**src/rtl/path_walker.sv**
```systemverilog
// Hypercube path walker: loads a list of dimension indices plus a source node and
// emits one hop (dimension, resulting node, index, last flag) per accepted handshake.
module path_walker #(
  parameter int unsigned DIM      = 4,
  parameter int unsigned MAX_HOPS = 16,
  parameter int unsigned DW       = 2
) (
  input  logic                   clk,
  input  logic                   rst_n,
  input  logic                   load_valid,
  output logic                   load_ready,
  input  logic [DIM-1:0]         src_node,
  input  logic [4:0]             hop_cnt,
  input  logic [MAX_HOPS*DW-1:0] path_i,
  input  logic                   abort,
  output logic                   hop_valid,
  input  logic                   hop_ready,
  output logic [DW-1:0]          hop_dim,
  output logic [DIM-1:0]         hop_node,
  output logic [3:0]             hop_idx,
  output logic                   hop_last,
  output logic                   done,
  output logic [DIM-1:0]         final_node,
  output logic                   err
);

  localparam int unsigned CW = 5;
  localparam int unsigned IW = 4;

  typedef enum logic [1:0] {IDLE, WALK, DONE} state_t;

  state_t                 state;
  logic [MAX_HOPS*DW-1:0] path_r;
  logic [IW-1:0]          idx;
  logic [CW-1:0]          cnt;

  logic [IW-1:0]          nxt_idx;
  logic [DW-1:0]          nxt_dim;
  logic                   nxt_last;
  logic [DW-1:0]          first_dim;

  // One-hot flip mask; dimension indices >= DIM flip nothing.
  function automatic logic [DIM-1:0] flip_mask(input logic [DW-1:0] d);
    logic [DIM-1:0] m;
    m = '0;
    for (int i = 0; i < int'(DIM); i++) begin
      if (i == int'(d)) m[i] = 1'b1;
    end
    return m;
  endfunction

  function automatic logic [DW-1:0] entry(input logic [MAX_HOPS*DW-1:0] p,
                                          input logic [IW-1:0] k);
    return p[DW*int'(k) +: DW];
  endfunction

  // Lookahead for the hop presented after the current one is accepted.
  always_comb begin
    nxt_idx   = idx + IW'(1);
    nxt_dim   = entry(path_r, nxt_idx);
    nxt_last  = (CW'(nxt_idx) == (cnt - CW'(1)));
    first_dim = entry(path_i, IW'(0));
  end

  // hop_node doubles as the current node: it always holds the address after the
  // presented hop, which becomes the current node once that hop is accepted.
  always_ff @(posedge clk or negedge rst_n) begin
    if (!rst_n) begin
      state      <= IDLE;
      path_r     <= '0;
      idx        <= '0;
      cnt        <= '0;
      load_ready <= 1'b1;
      hop_valid  <= 1'b0;
      hop_dim    <= '0;
      hop_node   <= '0;
      hop_idx    <= '0;
      hop_last   <= 1'b0;
      done       <= 1'b0;
      err        <= 1'b0;
      final_node <= '0;
    end else begin
      done <= 1'b0;
      err  <= 1'b0;
      if (abort) begin
        state      <= IDLE;
        load_ready <= 1'b1;
        hop_valid  <= 1'b0;
      end else begin
        case (state)
          IDLE: begin
            if (load_valid) begin
              if (hop_cnt > CW'(MAX_HOPS)) begin
                err <= 1'b1;
              end else if (hop_cnt == '0) begin
                state      <= DONE;
                load_ready <= 1'b0;
                done       <= 1'b1;
                hop_node   <= src_node;
                final_node <= src_node;
              end else begin
                state      <= WALK;
                load_ready <= 1'b0;
                path_r     <= path_i;
                idx        <= '0;
                cnt        <= hop_cnt;
                hop_valid  <= 1'b1;
                hop_dim    <= first_dim;
                hop_node   <= src_node ^ flip_mask(first_dim);
                hop_idx    <= '0;
                hop_last   <= (hop_cnt == CW'(1));
              end
            end
          end
          WALK: begin
            if (hop_valid && hop_ready) begin
              if (hop_last) begin
                state      <= DONE;
                hop_valid  <= 1'b0;
                hop_last   <= 1'b0;
                done       <= 1'b1;
                final_node <= hop_node;
              end else begin
                idx      <= nxt_idx;
                hop_idx  <= nxt_idx;
                hop_dim  <= nxt_dim;
                hop_node <= hop_node ^ flip_mask(nxt_dim);
                hop_last <= nxt_last;
              end
            end
          end
          DONE: begin
            state      <= IDLE;
            load_ready <= 1'b1;
          end
          default: begin
            state      <= IDLE;
            load_ready <= 1'b1;
            hop_valid  <= 1'b0;
          end
        endcase
      end
    end
  end

endmodule

```
**config.mk**
```make
export PLATFORM = sky130hd
export DESIGN_NAME = path_walker
export DESIGN_NICKNAME = d
export VERILOG_FILES = /design/src/rtl/path_walker.sv
export SDC_FILE = /design/constraint.sdc
export NUM_CORES = 1
export LEC_CHECK = 0
export BUFFER_PORTS_ARGS = -buffer_cell sky130_fd_sc_hd__buf_2
export CAP_MARGIN = 25
export CORE_ASPECT_RATIO = 1.5
export CORE_MARGIN = 2
export CORE_UTILIZATION = 50
export CTS_CLUSTER_SIZE = 28
export DETAILED_ROUTE_END_ITERATION = 10
export PLACE_DENSITY = 0.79
export SYNTH_ARGS = -nofsm -noshare
export SYNTH_HDL_FRONTEND = slang
export SYNTH_SLANG_ARGS = --single-unit
```
**constraint.sdc**
```tcl
create_clock -name clk -period 2.9 [get_ports clk]
set_input_delay 0.435 -clock clk [delete_from_list [all_inputs] [get_ports clk]]
set_output_delay 0.435 -clock clk [all_outputs]
set_load 0.03 [all_outputs]
```
==> results.md, run 1 <==
- Worst-path clk slew: 70 ps
- VDD IR-drop max: 0.000375 V
- CTS tree: built
- Final Max Slew Viols: 0
- Pleak: 1.69 nW
- Post-route worst setup slack: 467 ps
- Main synth FF type: dfrtp_1
- Port bufs: 64
- Routed Wire Length: 6070 um
- Area occupied by multi-input gates: 1540 um^2
- Largest fanout on the critical path: 9
- P per Cell Area: 749 nW/um^2
- Total global-route track usage: 19.5%
- Worst Setup SP: idx[1]$_DFFE_PN0P_
- Pin count of the biggest net entering global routing: 39
- Mapped Area: 3080 um^2
- Synth Area in Adders: 2.03%
- Mapped Cells: 255
- CTS resizes: 0
- Post-synth EDFFs: 0
- Initial antenna violation count: 0
- Total nets after synthesis: 306
- Yosys top cell area share: 46.3%
- Setup-failing EPs final: 0
- Post-cts hold buffer count: 0
- CP max-delay cell: mux4_2
- Reg2reg start: idx[1]$_DFFE_PN0P_
- Core Area: 6040 um^2
- Clk_skew: 7.61 ps
- Seq cells post-synth: 58
- Post-synthesis compound-gate area fraction: 7.39%
- Most common cell after layout, fill and taps aside: buf_2
- DRT iter0 DRCs: 175
- # rows: 35
- Setup tns final: 0 ps
- Hold crit path type: in -> async
- Post-Synth XOR/XNOR Area: 4.02%
- RR Endpoint: hop_node[1]$_DFFE_PN0P_
- Worst slew pin tran: 657 ps
- Filler instances: 525
- Synth unique cells: 45
- Max Clk Rate: 411 MHz
- DRT Pass-1 Iters: 4
- Startpoint type of the worst setup path: flip-flop
- Simple-Gate Fraction of Synth Area: 12.1%
- Register area share after synthesis: 47.1%
- Die W: 68.1 um
- Post-Syn Area per Cell: 12.1 um^2
- Area contributors post-synth: dfrtp_1, mux2_2, mux2i_1, mux4_1, nand2_1
- # DRC: 0
- Die area: 6820 um^2
- Max-cap viol count: 0
- First-pass GRT wire length: 9850 um
- Area leader, netlist: dfrtp_1
- Postcts setup bufs: 0
- R2R setup slack: 470 ps
- Number of CTS-inserted buffers: 9
- Syn. warnings: 0
- Worst R2R Path Depth: 6
- Clock Sinks: 58
- Max_slew headroom: 56.2%
- Register area: 1450 um^2
- Routability cong.: 0.773
- ANT nets after route: 0
- Fin. Hold Viols: 0
- Clock tree buffer depth: 2
- Antenna cells: 0
- Pre-CTS setup slack: 221 ps
- Post-synth ARST share: 100%
- Worst hold slack: 129 ps
- CP required: 3110 ps
- RSZ-0062 raised after global routing: false
- Area Overhead vs Synth: 18.7%
- WP data arrival: 2650 ps
- Commonest non-fill, non-tap cells in the layout: buf_2, dfrtp_1, mux2_2
- Top Ports: 65
- Crit path largest cell delay: 580 ps
- Die Y-Extent: 100 um
- Fin crit share: 83.9%
- Nets: 374
- Starting Density: 51.0%
- Outcome: completed
- Final worst path period need: 2430 ps
- Grt ovf: 0
- Crit path kind: reg -> reg
- Clock Latency Late Sink: 340 ps
- DR vias/cell: 5.47
- Mux share of post-synthesis cell area: 24.4%
- Largest family of logic cells by synthesized area: multiplexers
- # H-tree levels: 3
- Root buf cell: clkbuf_8
- Critical Path, Cell by Cell: ha_1 -> xor2_1 -> mux4_2 -> mux2i_4 -> nor4b_1 -> a211oi_1
- Drt wl/cell: 15.2 um
- Vias post-DR: 2,188
- Vias in the first global route: 2,114
- Share of cells above drive strength 1: 39.0%
- Pwr Total: 2.74 mW
- CP Capture Type: flip-flop
- Detail Placement HPWL: 4470 um
==> logic make-up after synthesis <==
logic type / count (synthesis)
DFF: 58
buffers and inverters: 16
adders and majority gates: 5
xor gates and xnor gates: 12
AOI/OAI and AO/OA: 33
and+or+nand+nor: 72
muxes: 59
==> Yosys cell counts (all sizes together) (3+ instances only) <==
cell,number
nor3b,4
a31oi,5
nand2b,6
nor3,6
buf,7
mux4,6
nand4,3
a211oi,3
xnor2,9
inv,5
nor2b,4
o21ai,10
nand3,4
dfrtp,57
mux2,36
ha,5
xor2,3
nor2,12
nand2,21
a21oi,6
clkbuf,4
nand3b,3
mux2i,17
==> worst max-delay path by stage <==
stage | endpoint | slack (ps) | depth (start not counted)
after global routing | hop_node[2]$_DFFE_PN0P_ | 310 | 6
after CTS | hop_node[1]$_DFFE_PN0P_ | 450 | 6
after global placement | idx[1]$_DFFE_PN0P_ | 270 | 8
after floorplan | idx[1]$_DFFE_PN0P_ | 550 | 8
after detailed placement | idx[1]$_DFFE_PN0P_ | 220 | 8
final | hop_node[1]$_DFFE_PN0P_ | 470 | 6
==> power breakdown <==
group / internal, mW / leakage [nW] / switching [mW] / total (mW)
Clock: 0.431 / 0.101 / 0.302 / 0.733
Combinational: 0.392 / 0.884 / 0.452 / 0.844
Sequential: 1.02 / 0.707 / 0.141 / 1.16
Total: 1.84 / 1.69 / 0.895 / 2.74
==> area by class of cell <==
class / instances / share of cell area (%)
flip-flops and latches: 58 / 39.7
multi-input cells: 181 / 42.1
well taps: 74 / 2.53
clock inverters: 3 / 1.09
inverters: 5 / 0.513
repair buffers: 68 / 9.92
clock buffers: 11 / 4.14
==> flip-flops by register name, indices dropped and copies added (netlist names) <==
name and count:
cnt 5, done 1, err 1, final_node 4, hop_dim 2, hop_last 1
hop_node 4, hop_valid 1, idx 4, load_ready 1, path_r 32, state 2
==> routing by layer <==
layer / vias up / GRT usage [%] / part of all wire, % / routed length [um]
met5: - / 0 / 0 / 0
met4: 0 / 9.69 / 2.0 / 121
met3: 8 / 3.92 / 4.0 / 240
met2: 48 / 32.6 / 53 / 3230
met1: 1066 / 23.2 / 41 / 2480
li1: 1066 / - / - / -
==> critical path, delay by kind of cell, from the launching register on <==
kind                       cells  cell delay, ps
AOI/OAI and AO/OA              1              70
adders and majority gates      1             260
and+or+nand+nor                1             300
DFF                            1             420
xor gates and xnor gates       1             380
muxes                          2             870
==> per-stage QoR <==
step,instances,util [%],instance area (um^2)
detailed placement,386,57.3,3470
finish,400,60.5,3660
global placement,386,57.3,3470
floorplan,255,-,3080
global route,400,60.5,3660
CTS,400,60.5,3660
(Power assumes the default switching activity.)
==> inputs of run 2 (changes only) <==
--- a/config.mk
+++ b/config.mk
@@ -9,10 +9,10 @@
 export CAP_MARGIN = 25
 export CORE_ASPECT_RATIO = 1.5
 export CORE_MARGIN = 2
-export CORE_UTILIZATION = 50
+export CORE_UTILIZATION = 49
 export CTS_CLUSTER_SIZE = 28
 export DETAILED_ROUTE_END_ITERATION = 10
-export PLACE_DENSITY = 0.79
+export PLACE_DENSITY = 0.81
 export SYNTH_ARGS = -nofsm -noshare
 export SYNTH_HDL_FRONTEND = slang
 export SYNTH_SLANG_ARGS = --single-unit
==> constraint.sdc (replaced) <==
create_clock -name clk -period 2.1 [get_ports clk]
set_input_delay 0.315 -clock clk [delete_from_list [all_inputs] [get_ports clk]]
set_output_delay 0.315 -clock clk [all_outputs]
set_load 0.03 [all_outputs]
==> results.md, run 2 (synthesized netlist as in run 1, its figures left out) <==
- Outcome: complete, but fails checks
- Failing checks: setup timing
- P per Cell Area: 1000 nW/um^2 (+34%)
- Worst slew pin tran: 602 ps (-55.2 ps)
- RSZ-0062 raised after global routing: true
- Reg2reg start: idx[0]$_DFFE_PN0P_
- Die W: 68.8 um (+0.95%)
- Root buf cell: clkbuf_8
- Area Overhead vs Synth: 30.5%
- Largest fanout on the critical path: 6 (-3)
- Clock Sinks: 58 (unchanged)
- Nets: 404 (+8.0%)
- DRT Pass-1 Iters: 4 (unchanged)
- Antenna cells: 0 (unchanged)
- Max reg flops: 32 (unchanged)
- Crit path kind: reg -> reg
- Clock Latency Late Sink: 340 ps (about the same)
- Clk_skew: 10.6 ps (+2.95 ps)
- # DRC: 0 (unchanged)
- Core Area: 6130 um^2 (+1.4%)
- # rows: 35 (unchanged)
- Fin. Hold Viols: 0 (unchanged)
- Clock tree buffer depth: 2 (unchanged)
- Crit path largest cell delay: 460 ps (-120 ps)
- Die Y-Extent: 101 um (+0.97%)
- Top Ports: 65 (unchanged)
- DRT iter0 DRCs: 96 (-45%)
- Worst Setup SP: idx[0]$_DFFE_PN0P_
- CP Capture Type: flip-flop
- Top reg by flops: path_r
- Max_slew headroom: 59.9% (+3.7 points)
- Startpoint type of the worst setup path: flip-flop
- Drt wl/cell: 15.5 um (+2.5%)
- Post-route worst setup slack: -13.0 ps (-480 ps)
- Pleak: 1.85 nW (+9.4%)
- Most common cell after layout, fill and taps aside: buf_2
- Filler instances: 506 (-3.6%)
- CP required: 2320 ps (-790 ps)
- Fin crit share: 101% (+17 points)
- Post-route cell area: 4020 um^2 (+9.9%)
- Pre-CTS setup slack: -249 ps (-470 ps)
- Commonest non-fill, non-tap cells in the layout: buf_2, dfrtp_1, mux2_2
- DR vias/cell: 5.41 (-1.1%)
- Worst Hold Launch: abort
- WP data arrival: 2330 ps (-320 ps)
- Max Clk Rate: 473 MHz (+15%)
- Routed Wire Length: 6710 um (+11%)
- CTS tree: built
- Detail Placement HPWL: 4820 um (+7.9%)
- Initial antenna violation count: 0 (unchanged)
- First-pass GRT wire length: 11,000 um (+11%)
- Hold crit path type: in -> reg
- Routability cong.: 0.838 (+8.4%)
- Setup tns final: -29.9 ps (-29.9 ps)
- ANT nets after route: 0 (unchanged)
- Vias in the first global route: 2,383 (+13%)
- Total global-route track usage: 21.5% (+2.1 points)
- Critical Path, Cell by Cell: ha_4 -> mux4_2 -> mux2i_2 -> mux2i_4 -> buf_6 -> a211o_1 -> o211a_1
- Port bufs: 64 (unchanged)
- Die area: 6950 um^2 (+1.9%)
- # H-tree levels: 3 (unchanged)
- VDD IR-drop max: 0.000825 V (+120%)
- Final worst path period need: 2110 ps (-320 ps)
- DP Area: 3690 um^2 (+6.5%)
- Max-cap viol count: 0 (unchanged)
- Top Registers: path_r (32), cnt (5)
- Util after Layout: 65.6% (+5.1 points)
- Final Max Slew Viols: 0 (unchanged)
- Number of CTS-inserted buffers: 9 (unchanged)
- Vias post-DR: 2,338 (+6.9%)
- CP max-delay cell: dfrtp_2
- Worst-path clk slew: 60 ps (about the same)
- Grt ovf: 0 (unchanged)
- Pin count of the biggest net entering global routing: 39 (unchanged)
- Share of cells above drive strength 1: 47.5% (+8.5 points)
- Setup-failing EPs final: 4 (+4)
- Starting Density: 50.3% (-0.73 points)
## run 2: changes by cell type in the layout (fill, tap and decap cells not counted), sizes merged
cell         change
buf             +29
clkinv           -1
dlygate4sd3      +1
clkbuf           +3
## run 2: timing repair
item / CTS / global route
cloned: 0 / 0
endpoints found under the hold margin: 7 / 0
pin swaps: 1 / 2
resized for setup: 11 / 7
setup buffers: 4 / 2
endpoints found under the setup margin: 6 / 7
hold buffers: 1 / 0
## run 2: metal layers
metal  up-vias  track usage [%]  share of wire, %
met2        57             37.7                55
met1      1142             24.3                38
li1       1127                -                 -
met4         0             8.14               1.9
met3        12             5.92               5.1
met5         -                0                 0
## run 2: critical path, delay by kind of cell (launching register included)
family                   cells  cell delay (ps)
multiplexers                 3              710
flip-flops                   1              460
AO/OA/AOI/OAI                2              390
adder cells (fa/ha/maj)      1              320
buffers and inverters        1              130
## run 2: path summary, 6_finish.rpt
check                                          end  slack, ps  depth (start not counted)
max                        hop_node[3]$_DFFE_PN0P_        -10                          7
min                          hop_valid$_DFFE_PN0P_        160                          2
max reg2reg                hop_node[3]$_DFFE_PN0P_        -10                          7
min reg2reg                 load_ready$_DFFE_PN1P_        460                          2
max in group asynchronous  hop_node[1]$_DFFE_PN0P_        980                          3
min in group asynchronous       cnt[3]$_DFFE_PN0P_        510                          2
## run 2: cell type report
class	instances	area [um^2]	area share (%)
inverter	5	18.8	0.467
clock buffer	14	163	4.05
sequential	58	1460	36.2
clock inverter	2	35.0	0.871
tap	74	92.6	2.30
multi-input combinational	181	1610	40.1
timing repair buffer	98	642	16.0
## run 2: report_power, final
group          switching, mW  internal, mW
Combinational          0.698         0.682
Clock                  0.424         0.613
Sequential             0.206          1.41
## run 2: metrics by stage
step	power, mW	hold slack, ps	instances
CTS	4.04	148	430
floorplan	2.48	19.4	255
global route	4.26	165	432
finish	4.03	164	432
global placement	2.85	352	409
detailed placement	2.91	363	409
